### src/rtl/bubble_sort_ctrl.sv
// In-place unsigned ascending bubble sort of words 0..COUNT-1 in an attached synchronous-read memory.
// Define BSORT_EARLY_EXIT_EN to finish as soon as a whole pass performs no swap.
module bubble_sort_ctrl #(
    parameter int W     = 5,
    parameter int COUNT = 32
) (
    input  logic          clk,
    input  logic          reset,
    input  logic          start,
    output logic          busy,
    output logic          done,
    output logic          mem_we,
    output logic [W-1:0]  mem_waddr,
    output logic [31:0]   mem_wdata,
    output logic [W-1:0]  mem_raddr,
    input  logic [31:0]   mem_rdata,
    output logic [15:0]   swap_count
);

    localparam logic [2:0] IDLE = 3'd0;
    localparam logic [2:0] RD0  = 3'd1;
    localparam logic [2:0] RD1  = 3'd2;
    localparam logic [2:0] CMP  = 3'd3;
    localparam logic [2:0] WR0  = 3'd4;
    localparam logic [2:0] WR1  = 3'd5;
    localparam logic [2:0] NEXT = 3'd6;
    localparam logic [2:0] DONE = 3'd7;

    localparam logic [W-1:0] ONE = 1;

    logic [2:0]   state;
    logic [W-1:0] i;
    logic [W-1:0] p;
    logic         swapped;
    logic [31:0]  a;
    logic [31:0]  b;
    logic         pass_end;
    logic         last_pass;

    // Pass p compares pairs (0,1)..(COUNT-2-p, COUNT-1-p).
    assign pass_end  = (int'(i) + 1) >= (COUNT - 1 - int'(p));
    assign last_pass = (int'(p) + 1) == (COUNT - 1);

    always_ff @(posedge clk) begin
        if (reset) begin
            state      <= IDLE;
            i          <= '0;
            p          <= '0;
            swapped    <= 1'b0;
            swap_count <= '0;
            a          <= '0;
            b          <= '0;
        end else begin
            case (state)
                IDLE: begin
                    if (start) begin
                        if (COUNT >= 2) begin
                            i          <= '0;
                            p          <= '0;
                            swapped    <= 1'b0;
                            swap_count <= '0;
                            state      <= RD0;
                        end else begin
                            state <= DONE;
                        end
                    end
                end
                RD0: state <= RD1;
                RD1: begin
                    a     <= mem_rdata;
                    state <= CMP;
                end
                CMP: begin
                    b     <= mem_rdata;
                    state <= (a > mem_rdata) ? WR0 : NEXT;
                end
                WR0: state <= WR1;
                WR1: begin
                    swapped <= 1'b1;
                    if (swap_count != 16'hFFFF) begin
                        swap_count <= swap_count + 16'd1;
                    end
                    state <= NEXT;
                end
                NEXT: begin
                    if (!pass_end) begin
                        i     <= i + ONE;
                        state <= RD0;
                    end else begin
                        p <= p + ONE;
                        if (last_pass) begin
                            state <= DONE;
`ifdef BSORT_EARLY_EXIT_EN
                        end else if (!swapped) begin
                            state <= DONE;
`endif
                        end else begin
                            i       <= '0;
                            swapped <= 1'b0;
                            state   <= RD0;
                        end
                    end
                end
                DONE:    state <= IDLE;
                default: state <= IDLE;
            endcase
        end
    end

    // All outputs decode from registered state, so start never reaches mem_we combinationally.
    always_comb begin
        busy      = (state != IDLE);
        done      = (state == DONE);
        mem_we    = 1'b0;
        mem_waddr = '0;
        mem_wdata = '0;
        mem_raddr = '0;
        case (state)
            RD0: mem_raddr = i;
            RD1: mem_raddr = i + ONE;
            WR0: begin
                mem_we    = 1'b1;
                mem_waddr = i;
                mem_wdata = b;
            end
            WR1: begin
                mem_we    = 1'b1;
                mem_waddr = i + ONE;
                mem_wdata = a;
            end
            default: ;
        endcase
    end

endmodule
### config.mk
export PLATFORM = sky130hd
export DESIGN_NAME = bubble_sort_ctrl
export DESIGN_NICKNAME = d
export VERILOG_FILES = /design/src/rtl/bubble_sort_ctrl.sv
export SDC_FILE = /design/constraint.sdc
export NUM_CORES = 1
export LEC_CHECK = 0
export CORE_MARGIN = 10
export CORE_UTILIZATION = 53
export DETAILED_ROUTE_END_ITERATION = 7
export PLACE_DENSITY_LB_ADDON = 0.12
export SLEW_MARGIN = 5
export SYNTH_ARGS = -nofsm -noshare
export SYNTH_HDL_FRONTEND = slang
export SYNTH_SLANG_ARGS = --single-unit
### constraint.sdc
create_clock -name clk -period 7.14 [get_ports clk]
set_input_delay 1.428 -clock clk [delete_from_list [all_inputs] [get_ports clk]]
set_output_delay 1.428 -clock clk [all_outputs]
set_load 0.02 [all_outputs]
==> impl_summary.md <==
Hold path
Along the worst hold path, the cell count comes to 2. The path category of the worst min-delay check is flip-flop to flip-flop. The startpoint identified for the worst hold timing path is b[13]. The worst hold path terminates at b[13].

GRT
Entering global routing, the biggest net connects 79 pins. Global routing consumed, on the met3 layer, about 5.2% of the routing resources. The global-route wire length before repair is between 20000 and 25000 um.

The layer with the highest usage is met2. The total overflow reported by the global router is 0. For met1 alone, demand over resource in global routing was a little over a fifth. For this run, the total global-route usage over all layers was measured as a little under a fifth. The via count of the first global-routing pass was 4698. The initial antenna violation count is 0. The met2 usage is 31.3%.

Clock network
In this run the number of H-tree levels came out at 3. The count of instances resized after the clock tree is built is 0. The number of buffers added by the clock tree synthesis step is 9. The clock passes through at most 2 buffers. The number of buffers inserted by post-CTS setup repair is 0. The cts-stage hold buffer count is 0. The clock net in this run drives a total of 93 sinks. Clock-pin slew was measured on the worst setup and hold paths at approximately 0.090 ns. The root buffer cell is sky130_fd_sc_hd__clkbuf_8. The latest clock arrival within the worst-skew pair is ~0.36 ns. TritonCTS built the clock tree.

Setup path
The endpoint arrival time on the critical path is 3.06 ns. The depth of the most critical reg-to-reg path is 10. The required time reported for the critical path endpoint is roughly 5.7 ns. The kind of cell with the highest combined delay along the critical path is buffers and inverters.

The worst register-to-register path begins at i[0]. The path type of the worst setup path is flip-flop to output pin. On the worst path, the slowest cell contributes a delay of between 0.6 and 0.7 ns.

Along the worst path, the maximum fanout reaches 26. The sort of element at the end of the critical path is an output pin. The reg-to-reg critical path endpoint is i[0].

The number of buffers and inverters on the critical path is 3. The reg-to-reg setup timing slack is 4.14 ns. Walking the worst path, the cells encountered are buf_4 -> inv_1 -> nor2_1 -> o21ai_0 -> a21oi_1 -> clkdlybuf4s50_1.

The worst setup path is launched from a flip-flop. For this design, the slowest cell found on the critical path is sky130_fd_sc_hd__dfxtp_2.

Yosys
The area share of the largest cell type after synthesis is around 36%. In the post-synthesis netlist, the biggest area contributors are sky130_fd_sc_hd__dfxtp_1 (36%), sky130_fd_sc_hd__nand2_1 (11%), sky130_fd_sc_hd__ha_1 (9.9%). The total standard cell area after synthesis is just over 5000 um^2. The number of distinct library cell variants in the gate-level netlist after synthesis is 47. Synthesis produced a netlist with a net count of 750.

Counting flops with a built-in enable in the synthesized netlist gives 0. The async set or reset register ratio after synthesis is 0%. The mean instance size in the synthesized netlist is 7.65 um^2. The dominant synthesized flop cell is sky130_fd_sc_hd__dfxtp_1.

The cell count after synthesis came out at 674. During synthesis, Yosys emitted a total of 0 warnings. After synthesis, flip-flops and latches occupy a little over a third of the total area. In this run, synthesis produced a sequential element count of slightly above 90. sky130_fd_sc_hd__dfxtp_1 takes more of the synthesized area than any other cell.

Layout
The fraction of layout instances using a drive strength above 1 is between 4 and 5%. The total area of multi-input combinational cells is roughly 3000 um^2. The filler cells instantiated in the layout total approximately 830. The utilization of the core after routing is about 70%. Registers take approximately 1900 um^2. The number of nets in the final layout is 824. The number of antenna diodes in the final layout is 0. Relative to the synthesized area, the layout overhead comes to 24.3%.

STA
The time the final worst path needs with I/O delays and setup is between 4 and 5 ns. For the pin with the worst max-slew slack, the measured transition is 0.838 ns. The minimum setup slack in the final design is 2.66 ns.

The count of endpoints failing hold in the final timing report is 0. Setup repair after global routing left no endpoint under its margin. The total negative setup slack is 0 ns. The worst relative slew slack is between 40% and 50%. The total of endpoints with negative setup slack in the final report is 0. The upper clock frequency limit is 0.223 GHz.

The number of max-slew violations in the final report came to 0. The period utilization is 62.8%. On the final layout, the worst clock skew is 0.0130 ns.

Floorplan
The floorplan step defined a die boundary enclosing between 10000 and 15000 um^2. Row generation in the floorplan step produced 35 rows. The floorplan die width is 119 um. The die extent in y is ~120 um.

The initial standard-cell utilization of the core is 55.0%. The floorplan step defined a core boundary enclosing roughly 9400 um^2. The number of top-level design ports is 96.

Routing
Summed over all layers, the routed wires come to roughly 13000 um. The first detailed-routing pass ran for 4 iterations. The per-cell via count in the routed design is about 5.4. Once detail routing completed, the nets flagged for antenna violations numbered 0. The via count is about 4.8k. In the final routed layout, each cell accounts on average for about 15 um. The number of DRC violations after detailed routing is 0. The DRC violation total after the first TritonRoute iteration is 331.

Placed design
The worst setup slack before clock tree synthesis is around 3.1 ns. The total of buffers placed on input and output ports is 95. The congestion estimate from routability-driven global placement came to a little under 0.9. The HPWL after detailed placement is between 9000 and 10000 um.

Outcome
The flow ran to the end, and the final reports show no timing, DRC or antenna violations.

Pwr
The static leakage power is 2.41 nW. The completed layout was analyzed and its total power is between 1 and 1.5 mW. Dividing total power by cell area gives a power density of 165 nW/um^2. The worst voltage drop across the vdd grid is between 0.0001 and 0.00015 V.

Flow run
Max-cap violations in this run came to 0.
==> worst max path at each step <==
stage             startpoint           end  cells past startpoint
3_5_place_dp        state[0]  mem_raddr[2]                      6
5_1_grt             state[0]  mem_raddr[2]                      6
6_report            state[0]  mem_raddr[2]                      6
2_1_floorplan  mem_rdata[23]      state[1]                      8
3_3_place_gp   mem_rdata[22]      state[1]                      9
4_1_cts             state[0]  mem_raddr[2]                      6
==> cell usage after synthesis, types with 3 or more instances <==
master / instances
sky130_fd_sc_hd__nor3_1: 5
sky130_fd_sc_hd__a22oi_1: 3
sky130_fd_sc_hd__and2_1: 3
sky130_fd_sc_hd__mux2i_1: 34
sky130_fd_sc_hd__nand2b_1: 5
sky130_fd_sc_hd__xor2_1: 16
sky130_fd_sc_hd__a21oi_1: 88
sky130_fd_sc_hd__nor2b_1: 7
sky130_fd_sc_hd__nor2_1: 68
sky130_fd_sc_hd__a22o_1: 3
sky130_fd_sc_hd__and3_1: 6
sky130_fd_sc_hd__dfxtp_1: 93
sky130_fd_sc_hd__nand4_1: 14
sky130_fd_sc_hd__ha_1: 41
sky130_fd_sc_hd__nand2_1: 155
sky130_fd_sc_hd__o21ai_0: 9
sky130_fd_sc_hd__clkbuf_1: 35
sky130_fd_sc_hd__inv_1: 37
sky130_fd_sc_hd__nand3_1: 12
sky130_fd_sc_hd__xnor2_1: 5
sky130_fd_sc_hd__a311oi_1: 3
==> metal layers <==
layer  routed length, um  vias to the layer above
met3                 813                       17
met2                6420                      114
li1                    -                     2412
met5                   0                        -
met4                 217                        0
met1                5920                     2247
==> cells in the final DEF (no fill, tap or decap), drive strengths merged, types with 6 or more instances in the layout <==
cell,instances
a21oi,88
and3,6
buf,7
clkbuf,11
clkdlybuf4s50,94
dfxtp,93
ha,41
inv,38
mux2i,34
nand2,156
nand3,12
nand4,14
nor2,68
nor2b,7
o21ai,9
xor2,16
==> state kept, by name, indices dropped and copies added, names as in the netlist <==
register,flops
a,32
b,32
swap_count,16
i,5
p,5
state,3
==> power by group <==
part | switching (mW) | total (mW) | internal [mW]
Sequential | 0.00834 | 0.532 | 0.524
Clock | 0.185 | 0.428 | 0.244
Combinational | 0.0566 | 0.100 | 0.0435
==> tightest hold or removal path: stages, from the launching register on <==
cell and delay [ns]:
sky130_fd_sc_hd__dfxtp_1 0.32, sky130_fd_sc_hd__nand2_1 0.05, sky130_fd_sc_hd__a21oi_1 0.05
==> cells by family after synthesis <==
group / share of synthesized area (%)
and+or+nand+nor: 23.7
xor gates and xnor gates: 3.57
muxes: 6.82
AOI/OAI and AO/OA: 14.3
buffers and inverters: 5.63
adders and majority gates: 9.94
DFF: 36.1
==> per-stage QoR <==
stage / cell area (um^2) / std cells / hold slack, ns
2_1_floorplan: 5160 / 674 / 0.436
3_3_place_gp: 6170 / 866 / 0.441
3_5_place_dp: 6170 / 866 / 0.446
4_1_cts: 6410 / 882 / 0.459
5_1_grt: 6410 / 882 / 0.478
6_report: 6410 / 882 / 0.457
==> final cells by class <==
type                    instances  area share [%]
clock buffers                  11            2.20
repair buffers                101            15.5
flip-flops and latches         93            29.0
multi-input cells             506            47.0
well taps                     129            2.52
clock inverters                 5            1.66
inverters                      37            2.17
Note: power is estimated with default switching activity, not from simulation.
